[config.mk]
export PLATFORM = sky130hd
export DESIGN_NAME = des_sbox_hash_stream_flat
export DESIGN_NICKNAME = d
export VERILOG_FILES = /design/src/rtl/des_sbox_hash_stream_pkg.sv /design/src/rtl/des_sbox_hash_stream_if.sv /design/src/rtl/des_sbox_hash_final.sv /design/src/rtl/des_sbox_hash_stream.sv /design/src/flat_wrapper.sv
export SDC_FILE = /design/constraint.sdc
export NUM_CORES = 1
export LEC_CHECK = 0
export ABC_AREA = 1
export BUFFER_PORTS_ARGS = -buffer_cell sky130_fd_sc_hd__buf_2
export CAP_MARGIN = 30
export CORE_ASPECT_RATIO = 1.4
export CORE_MARGIN = 3
export CORE_UTILIZATION = 30
export DETAILED_ROUTE_END_ITERATION = 8
export RECOVER_POWER = 25
export SYNTH_ARGS = -nofsm -noshare
export SYNTH_HDL_FRONTEND = slang
export SYNTH_HIERARCHICAL = 1
export SYNTH_SLANG_ARGS = --single-unit
[constraint.sdc]
create_clock -name clk -period 12.15 [get_ports clk]
set_input_delay 0.6075 -clock clk [delete_from_list [all_inputs] [get_ports clk]]
set_output_delay 0.6075 -clock clk [all_outputs]
set_load 0.02 [all_outputs]
[src/rtl/des_sbox_hash_stream_pkg.sv]
// Shared types and arithmetic for the streaming DES-S5 nibble hash:
// initial value, FSM states and the per-round / finalisation helpers.
package des_sbox_hash_pkg;

    localparam logic [31:0] INIT = 32'h4B71DF03;

    typedef enum logic [1:0] {
        IDLE  = 2'd0,
        ROUND = 2'd1,
        FINAL = 2'd2,
        DONE  = 2'd3
    } state_t;

    // DES S5 rows, column c in nibble [4c+3:4c]
    localparam logic [63:0] S5_ROW0 = 64'h9E0D_F358_6BA7_14C2;
    localparam logic [63:0] S5_ROW1 = 64'h6893_AF05_1D74_C2BE;
    localparam logic [63:0] S5_ROW2 = 64'hE036_5C9F_87DA_B124;
    localparam logic [63:0] S5_ROW3 = 64'h354A_90F6_D2E1_7C8B;

    function automatic logic [3:0] sbox5(input logic [5:0] x);
        logic [63:0] row;
        case ({x[5], x[0]})
            2'd0:    row = S5_ROW0;
            2'd1:    row = S5_ROW1;
            2'd2:    row = S5_ROW2;
            default: row = S5_ROW3;
        endcase
        return row[{x[4:1], 2'b00} +: 4];
    endfunction

    function automatic logic [5:0] m6_compress(input logic [7:0] m);
        return {m[3] ^ m[2], m[1], m[0], m[7], m[6], m[5] ^ m[4]};
    endfunction

    function automatic logic [5:0] c6_compress(input logic [7:0] b);
        return {b[7] ^ b[1], b[3], b[2], b[5] ^ b[0], b[4], b[6]};
    endfunction

    function automatic logic [3:0] rotl4(input logic [3:0] x, input logic [1:0] n);
        logic [7:0] t;
        t = {x, x} << n;
        return t[7:4];
    endfunction

    function automatic logic [31:0] hash_round(input logic [31:0] h, input logic [3:0] s);
        logic [31:0] r;
        r = '0;
        for (int i = 0; i < 8; i++) begin
            r[4*i +: 4] = rotl4(h[4*((i + 1) % 8) +: 4] ^ s, 2'(i / 2));
        end
        return r;
    endfunction

endpackage

[src/rtl/des_sbox_hash_stream_if.sv]
// Byte-stream input and digest output handshakes of the hash core.
interface des_sbox_hash_stream_if #(
    parameter int LEN_W = 64
);
    logic             msg_valid;
    logic             msg_ready;
    logic [7:0]       msg_byte;
    logic             msg_last;
    logic             msg_empty;
    logic [31:0]      digest_out;
    logic             digest_valid;
    logic             digest_ready;
    logic [LEN_W-1:0] msg_len;

    modport master (
        output msg_valid, msg_byte, msg_last, msg_empty, digest_ready,
        input  msg_ready, digest_out, digest_valid, msg_len
    );

    modport slave (
        input  msg_valid, msg_byte, msg_last, msg_empty, digest_ready,
        output msg_ready, digest_out, digest_valid, msg_len
    );
endinterface

[src/rtl/des_sbox_hash_final.sv]
// Combinational finalisation: folds each byte of the 64-bit length into
// one nibble lane of the chaining value.
module des_sbox_hash_final
    import des_sbox_hash_pkg::*;
(
    input  logic [31:0] h,
    input  logic [63:0] len,
    output logic [31:0] digest
);
    genvar gi;
    generate
        for (gi = 0; gi < 8; gi++) begin : g_lane
            logic [3:0] s_lane;
            assign s_lane = sbox5(c6_compress(len[8*gi +: 8]));
            assign digest[4*gi +: 4] = rotl4(h[4*((gi + 1) % 8) +: 4] ^ s_lane, 2'(gi / 2));
        end
    endgenerate
endmodule

[src/rtl/des_sbox_hash_stream.sv]
// Streaming DES-S5 nibble hash: absorbs one byte per ROUNDS+1 cycles,
// counts the length itself and finalises on msg_last.
module des_sbox_hash_stream
    import des_sbox_hash_pkg::*;
#(
    parameter int ROUNDS = 4,
    parameter int LEN_W  = 64
) (
    input  logic                  clk,
    input  logic                  rst,
    des_sbox_hash_stream_if.slave bus
);
    localparam logic [3:0] LAST_CNT = 4'(ROUNDS - 1);

    state_t           state_reg,  state_next;
    logic [31:0]      h_reg,      h_next;
    logic [3:0]       s_reg,      s_next;
    logic             last_reg,   last_next;
    logic [3:0]       cnt_reg,    cnt_next;
    logic [LEN_W-1:0] len_reg,    len_next;
    logic [31:0]      digest_reg, digest_next;
    logic             dvalid_reg, dvalid_next;
    logic [31:0]      final_digest;

    des_sbox_hash_final u_final (
        .h      (h_reg),
        .len    (64'(len_reg)),
        .digest (final_digest)
    );

    always_comb begin
        state_next  = state_reg;
        h_next      = h_reg;
        s_next      = s_reg;
        last_next   = last_reg;
        cnt_next    = cnt_reg;
        len_next    = len_reg;
        digest_next = digest_reg;
        dvalid_next = dvalid_reg;
        case (state_reg)
            IDLE: begin
                if (bus.msg_valid) begin
                    // An empty terminator finalises whatever has been absorbed so far
                    if (bus.msg_last && bus.msg_empty) begin
                        state_next = FINAL;
                    end else begin
                        s_next     = sbox5(m6_compress(bus.msg_byte));
                        last_next  = bus.msg_last;
                        len_next   = len_reg + LEN_W'(1);
                        cnt_next   = '0;
                        state_next = ROUND;
                    end
                end
            end
            ROUND: begin
                h_next   = hash_round(h_reg, s_reg);
                cnt_next = cnt_reg + 4'd1;
                if (cnt_reg == LAST_CNT) begin
                    state_next = last_reg ? FINAL : IDLE;
                end
            end
            FINAL: begin
                digest_next = final_digest;
                dvalid_next = 1'b1;
                state_next  = DONE;
            end
            DONE: begin
                if (bus.digest_ready) begin
                    dvalid_next = 1'b0;
                    h_next      = INIT;
                    len_next    = '0;
                    state_next  = IDLE;
                end
            end
            default: state_next = IDLE;
        endcase
    end

    always_ff @(posedge clk or posedge rst) begin
        if (rst) begin
            state_reg  <= IDLE;
            h_reg      <= INIT;
            s_reg      <= '0;
            last_reg   <= 1'b0;
            cnt_reg    <= '0;
            len_reg    <= '0;
            digest_reg <= '0;
            dvalid_reg <= 1'b0;
        end else begin
            state_reg  <= state_next;
            h_reg      <= h_next;
            s_reg      <= s_next;
            last_reg   <= last_next;
            cnt_reg    <= cnt_next;
            len_reg    <= len_next;
            digest_reg <= digest_next;
            dvalid_reg <= dvalid_next;
        end
    end

    assign bus.msg_ready    = !rst && (state_reg == IDLE);
    assign bus.digest_out   = digest_reg;
    assign bus.digest_valid = dvalid_reg;
    assign bus.msg_len      = len_reg;
endmodule
[src/flat_wrapper.sv]
// flat-port wrapper written by rule: the top's interface ports become plain ports
module des_sbox_hash_stream_flat import des_sbox_hash_pkg::*;
#(
    parameter int ROUNDS = 4,
    parameter int LEN_W  = 64
)
  (clk, rst, bus_msg_valid, bus_msg_byte, bus_msg_last, bus_msg_empty, bus_digest_ready, bus_msg_ready, bus_digest_out, bus_digest_valid, bus_msg_len);
  des_sbox_hash_stream_if #(.LEN_W(LEN_W)) bus_i ();
  input  logic clk;
  input  logic rst;
  input wire logic [$bits(bus_i.msg_valid)-1:0] bus_msg_valid;
  input wire logic [$bits(bus_i.msg_byte)-1:0] bus_msg_byte;
  input wire logic [$bits(bus_i.msg_last)-1:0] bus_msg_last;
  input wire logic [$bits(bus_i.msg_empty)-1:0] bus_msg_empty;
  input wire logic [$bits(bus_i.digest_ready)-1:0] bus_digest_ready;
  output wire logic [$bits(bus_i.msg_ready)-1:0] bus_msg_ready;
  output wire logic [$bits(bus_i.digest_out)-1:0] bus_digest_out;
  output wire logic [$bits(bus_i.digest_valid)-1:0] bus_digest_valid;
  output wire logic [$bits(bus_i.msg_len)-1:0] bus_msg_len;
  assign bus_i.msg_valid = bus_msg_valid;
  assign bus_i.msg_byte = bus_msg_byte;
  assign bus_i.msg_last = bus_msg_last;
  assign bus_i.msg_empty = bus_msg_empty;
  assign bus_i.digest_ready = bus_digest_ready;
  assign bus_msg_ready = bus_i.msg_ready;
  assign bus_digest_out = bus_i.digest_out;
  assign bus_digest_valid = bus_i.digest_valid;
  assign bus_msg_len = bus_i.msg_len;
  des_sbox_hash_stream #(.ROUNDS(ROUNDS), .LEN_W(LEN_W)) u_core (.clk(clk), .rst(rst), .bus(bus_i));
endmodule
==> metrics.txt <==
status finished with violations; CTS Root Cell clkbuf_16; Placer Congestion 0.937; worst skew pair latency 0.46 ns; Port Buffer Count between 100 and 150; FF+latch count, synth 140; logic gate share of total power 0.435; Mean Syn Cell Area 6.05 um2; Max rail drop VDD 0.153 mV; Compound-Gate Fraction of Synth Area 0.0933; Synth Area in Adders 0.0638; commonest cells after routing, fill and taps aside nand2_1, nand3_1, inv_1; mux contribution to synthesized area 0.0252; # diodes 0; Worst Tran Pin Value roughly 3.9 ns; Slew Limit Fails ~80; placed instance count 3031; First DRT Iteration DRCs 1098; Worst Setup SP rst; Worst Hold Class primary input to flop; total negative setup slack 0 ns; Power Dens Cells 152 nW/um2; Hold-fix buffers, CTS 0; sequential area share after synthesis 0.246; Post-synth EDFFs 0; hold slack 0.407 ns; postcts setup bufs 0; Place WS 9.63 ns; CTS buffer count 17; detail-routed via count per cell 5.02; minimum clock period 3.43 ns; startpoint class of the critical path primary input; sinks on the clock net 140; CTS clk-pin slew, worst paths approximately 0.07 ns; max reg flops 64; Hold Vio Cnt, Final 0; relative slew slack -1.61; Final Util 0.335; clock power share 0.223; total wire length 47800 um; final net count 2513; CTS Buffer Depth 2; # Max-Cap Violations 1; # rows 94; Switching Fraction 0.457; CP Capture Type async pin; PnR worst setup slack 8.72 ns; Pint 1300 uW; hold_sp bus_msg_last; synthesized net count 2452; P_leak 0.00811 uW; global-route wire length before repair 76600 um; most common cell after layout, fill and taps aside nand2_1; chip width 191 um; reg2reg start u_core/state_reg[1]$_DFFE_PP0P_; largest net degree at the start of global routing 82; failing checks capacitance limit, slew limit; DIE HEIGHT about 260 um; Tcrit/Tclk final 0.282; Post-Synth Simple-Gate Area 0.443; via count between 15000 and 20000; Detail Placement HPWL 36300 um; NetSw between 1000 and 1500 uW; full die area roughly 50000 um2; area of the multi-input gates 9130 um2; CTS tree built; share of cells above drive strength 1 0.105; Post-Synth XOR/XNOR Area 0.0122; Post-route DRC 0; Pre-antenna DRT Iters 6; vias in the first global route roughly 15000; Worst Path Max Fanout 81; Synth warnings 6; number of fill cells roughly 5200; H-tree depth 4; core region area 47000 um2; dominant synthesized flop cell dfrtp_1; Seq. cell area 3520 um2; setup violators final 0; Total GRT Usage 0.189; RSZ-0062 raised after global routing no; largest family of logic cells by synthesized area simple AND/OR/NAND/NOR gates; GRT overflow 0; Synth async-reset ratio 1.00; synthesized instance count between 2000 and 2500; Area Growth Syn to Fin 10.1%; Req. time, crit path 12.63 ns; # resized after CTS 0; fmax 292 MHz; Worst Skew 0.0126 ns; synthesized cell area 14300 um2; fin cells between 3000 and 4000; post-route ant nets 0; WP data arrival 3.91 ns; number of I/O pins roughly 110; Wirelength per Cell between 15 and 20 um; initial antenna violation count 0; Unique masters post-synth between 40 and 50; initial core utilization 0.304; Seq pwr share 0.342; critical path class primary input to async pin
[per-layer routing]
metal,global-route usage,share of wire,vias to the layer above
met5,0,0,-
met4,0.0689,0.031,0
met3,0.0220,0.045,84
met2,0.349,0.52,487
met1,0.222,0.41,7131
li1,-,-,7666
[cells in the mapped netlist (6+ instances only)]
| cell type | n | area (um2) |
|---|---|---|
| nor3_1 | 16 | 80.1 |
| o21ai_1 | 18 | 90.1 |
| mux2_2 | 32 | 360 |
| dfrtp_1 | 123 | 3080 |
| o22ai_1 | 8 | 50.1 |
| nand3_1 | 325 | 1630 |
| nand2_1 | 793 | 2980 |
| nand2_2 | 25 | 156 |
| dfstp_2 | 17 | 447 |
| inv_1 | 290 | 1090 |
| a21oi_1 | 70 | 350 |
| nor2_1 | 243 | 912 |
| buf_4 | 15 | 113 |
| o21ai_0 | 99 | 495 |
| xor2_1 | 7 | 61.3 |
| o211ai_1 | 24 | 180 |
| xnor2_1 | 13 | 114 |
| nor2_2 | 12 | 75.1 |
| buf_6 | 16 | 180 |
| ha_1 | 73 | 913 |
| nor2_4 | 6 | 67.6 |
| nand4_1 | 23 | 144 |
| buf_2 | 20 | 100 |
| clkbuf_1 | 18 | 67.6 |
| inv_2 | 14 | 52.6 |
| nand3b_1 | 17 | 128 |
| o21bai_1 | 8 | 60.1 |
[cell families (layout without fill, tap and decap cells)]
group,count (synthesis),count (layout)
mux,32,32
xor+xnor,20,20
compound gates,239,239
simple gates,1482,1482
buf+inv,379,453
flops,140,140
fa+ha+maj,73,73
[power by group through the flow]
stage | Clock [uW] | Combinational, uW | Sequential [uW]
floorplan | 0 | 762 | 795
global placement | 0 | 1030 | 826
detailed placement | 0 | 1050 | 829
CTS | 549 | 1050 | 821
global route | 565 | 1180 | 836
finish | 535 | 1040 | 818
[per-stage QoR]
stage	area (um2)	power (uW)
after floorplan	14300	1560
after global placement	15200	1860
after detailed placement	15200	1870
after CTS	15800	2420
after global routing	15700	2580
final	15700	2390
[worst max-delay path: stages]
cell and delay, ns:
clkbuf_1 0.11, clkinvlp_2 2.19, buf_4 0.94
[area by class of cell]
cell class / instances / share of cell area
sequential: 140 / 0.224
clock inverter: 13 / 0.00826
tap: 624 / 0.0496
clock buffer: 19 / 0.0288
inverter: 307 / 0.0733
multi-input combinational: 1846 / 0.580
timing repair buffer: 114 / 0.0364
[worst paths after layout]
check	end	slack (ns)	cells after the start
worst max-delay path	u_core/bus.msg_len[45]$_DFFE_PP0P_	8.72	3
worst min-delay path	u_core/last_reg$_DFFE_PP0P_	0.41	3
worst max register to register	u_core/bus.msg_len[41]$_DFFE_PP0P_	9.56	9
worst min register to register	u_core/bus.digest_out[27]$_DFFE_PP0P_	0.50	1
max in group clk	u_core/bus.msg_len[41]$_DFFE_PP0P_	9.56	9
min in group asynchronous	u_core/last_reg$_DFFE_PP0P_	1.34	2
No activity file was read; power rests on OpenSTA's default activity.
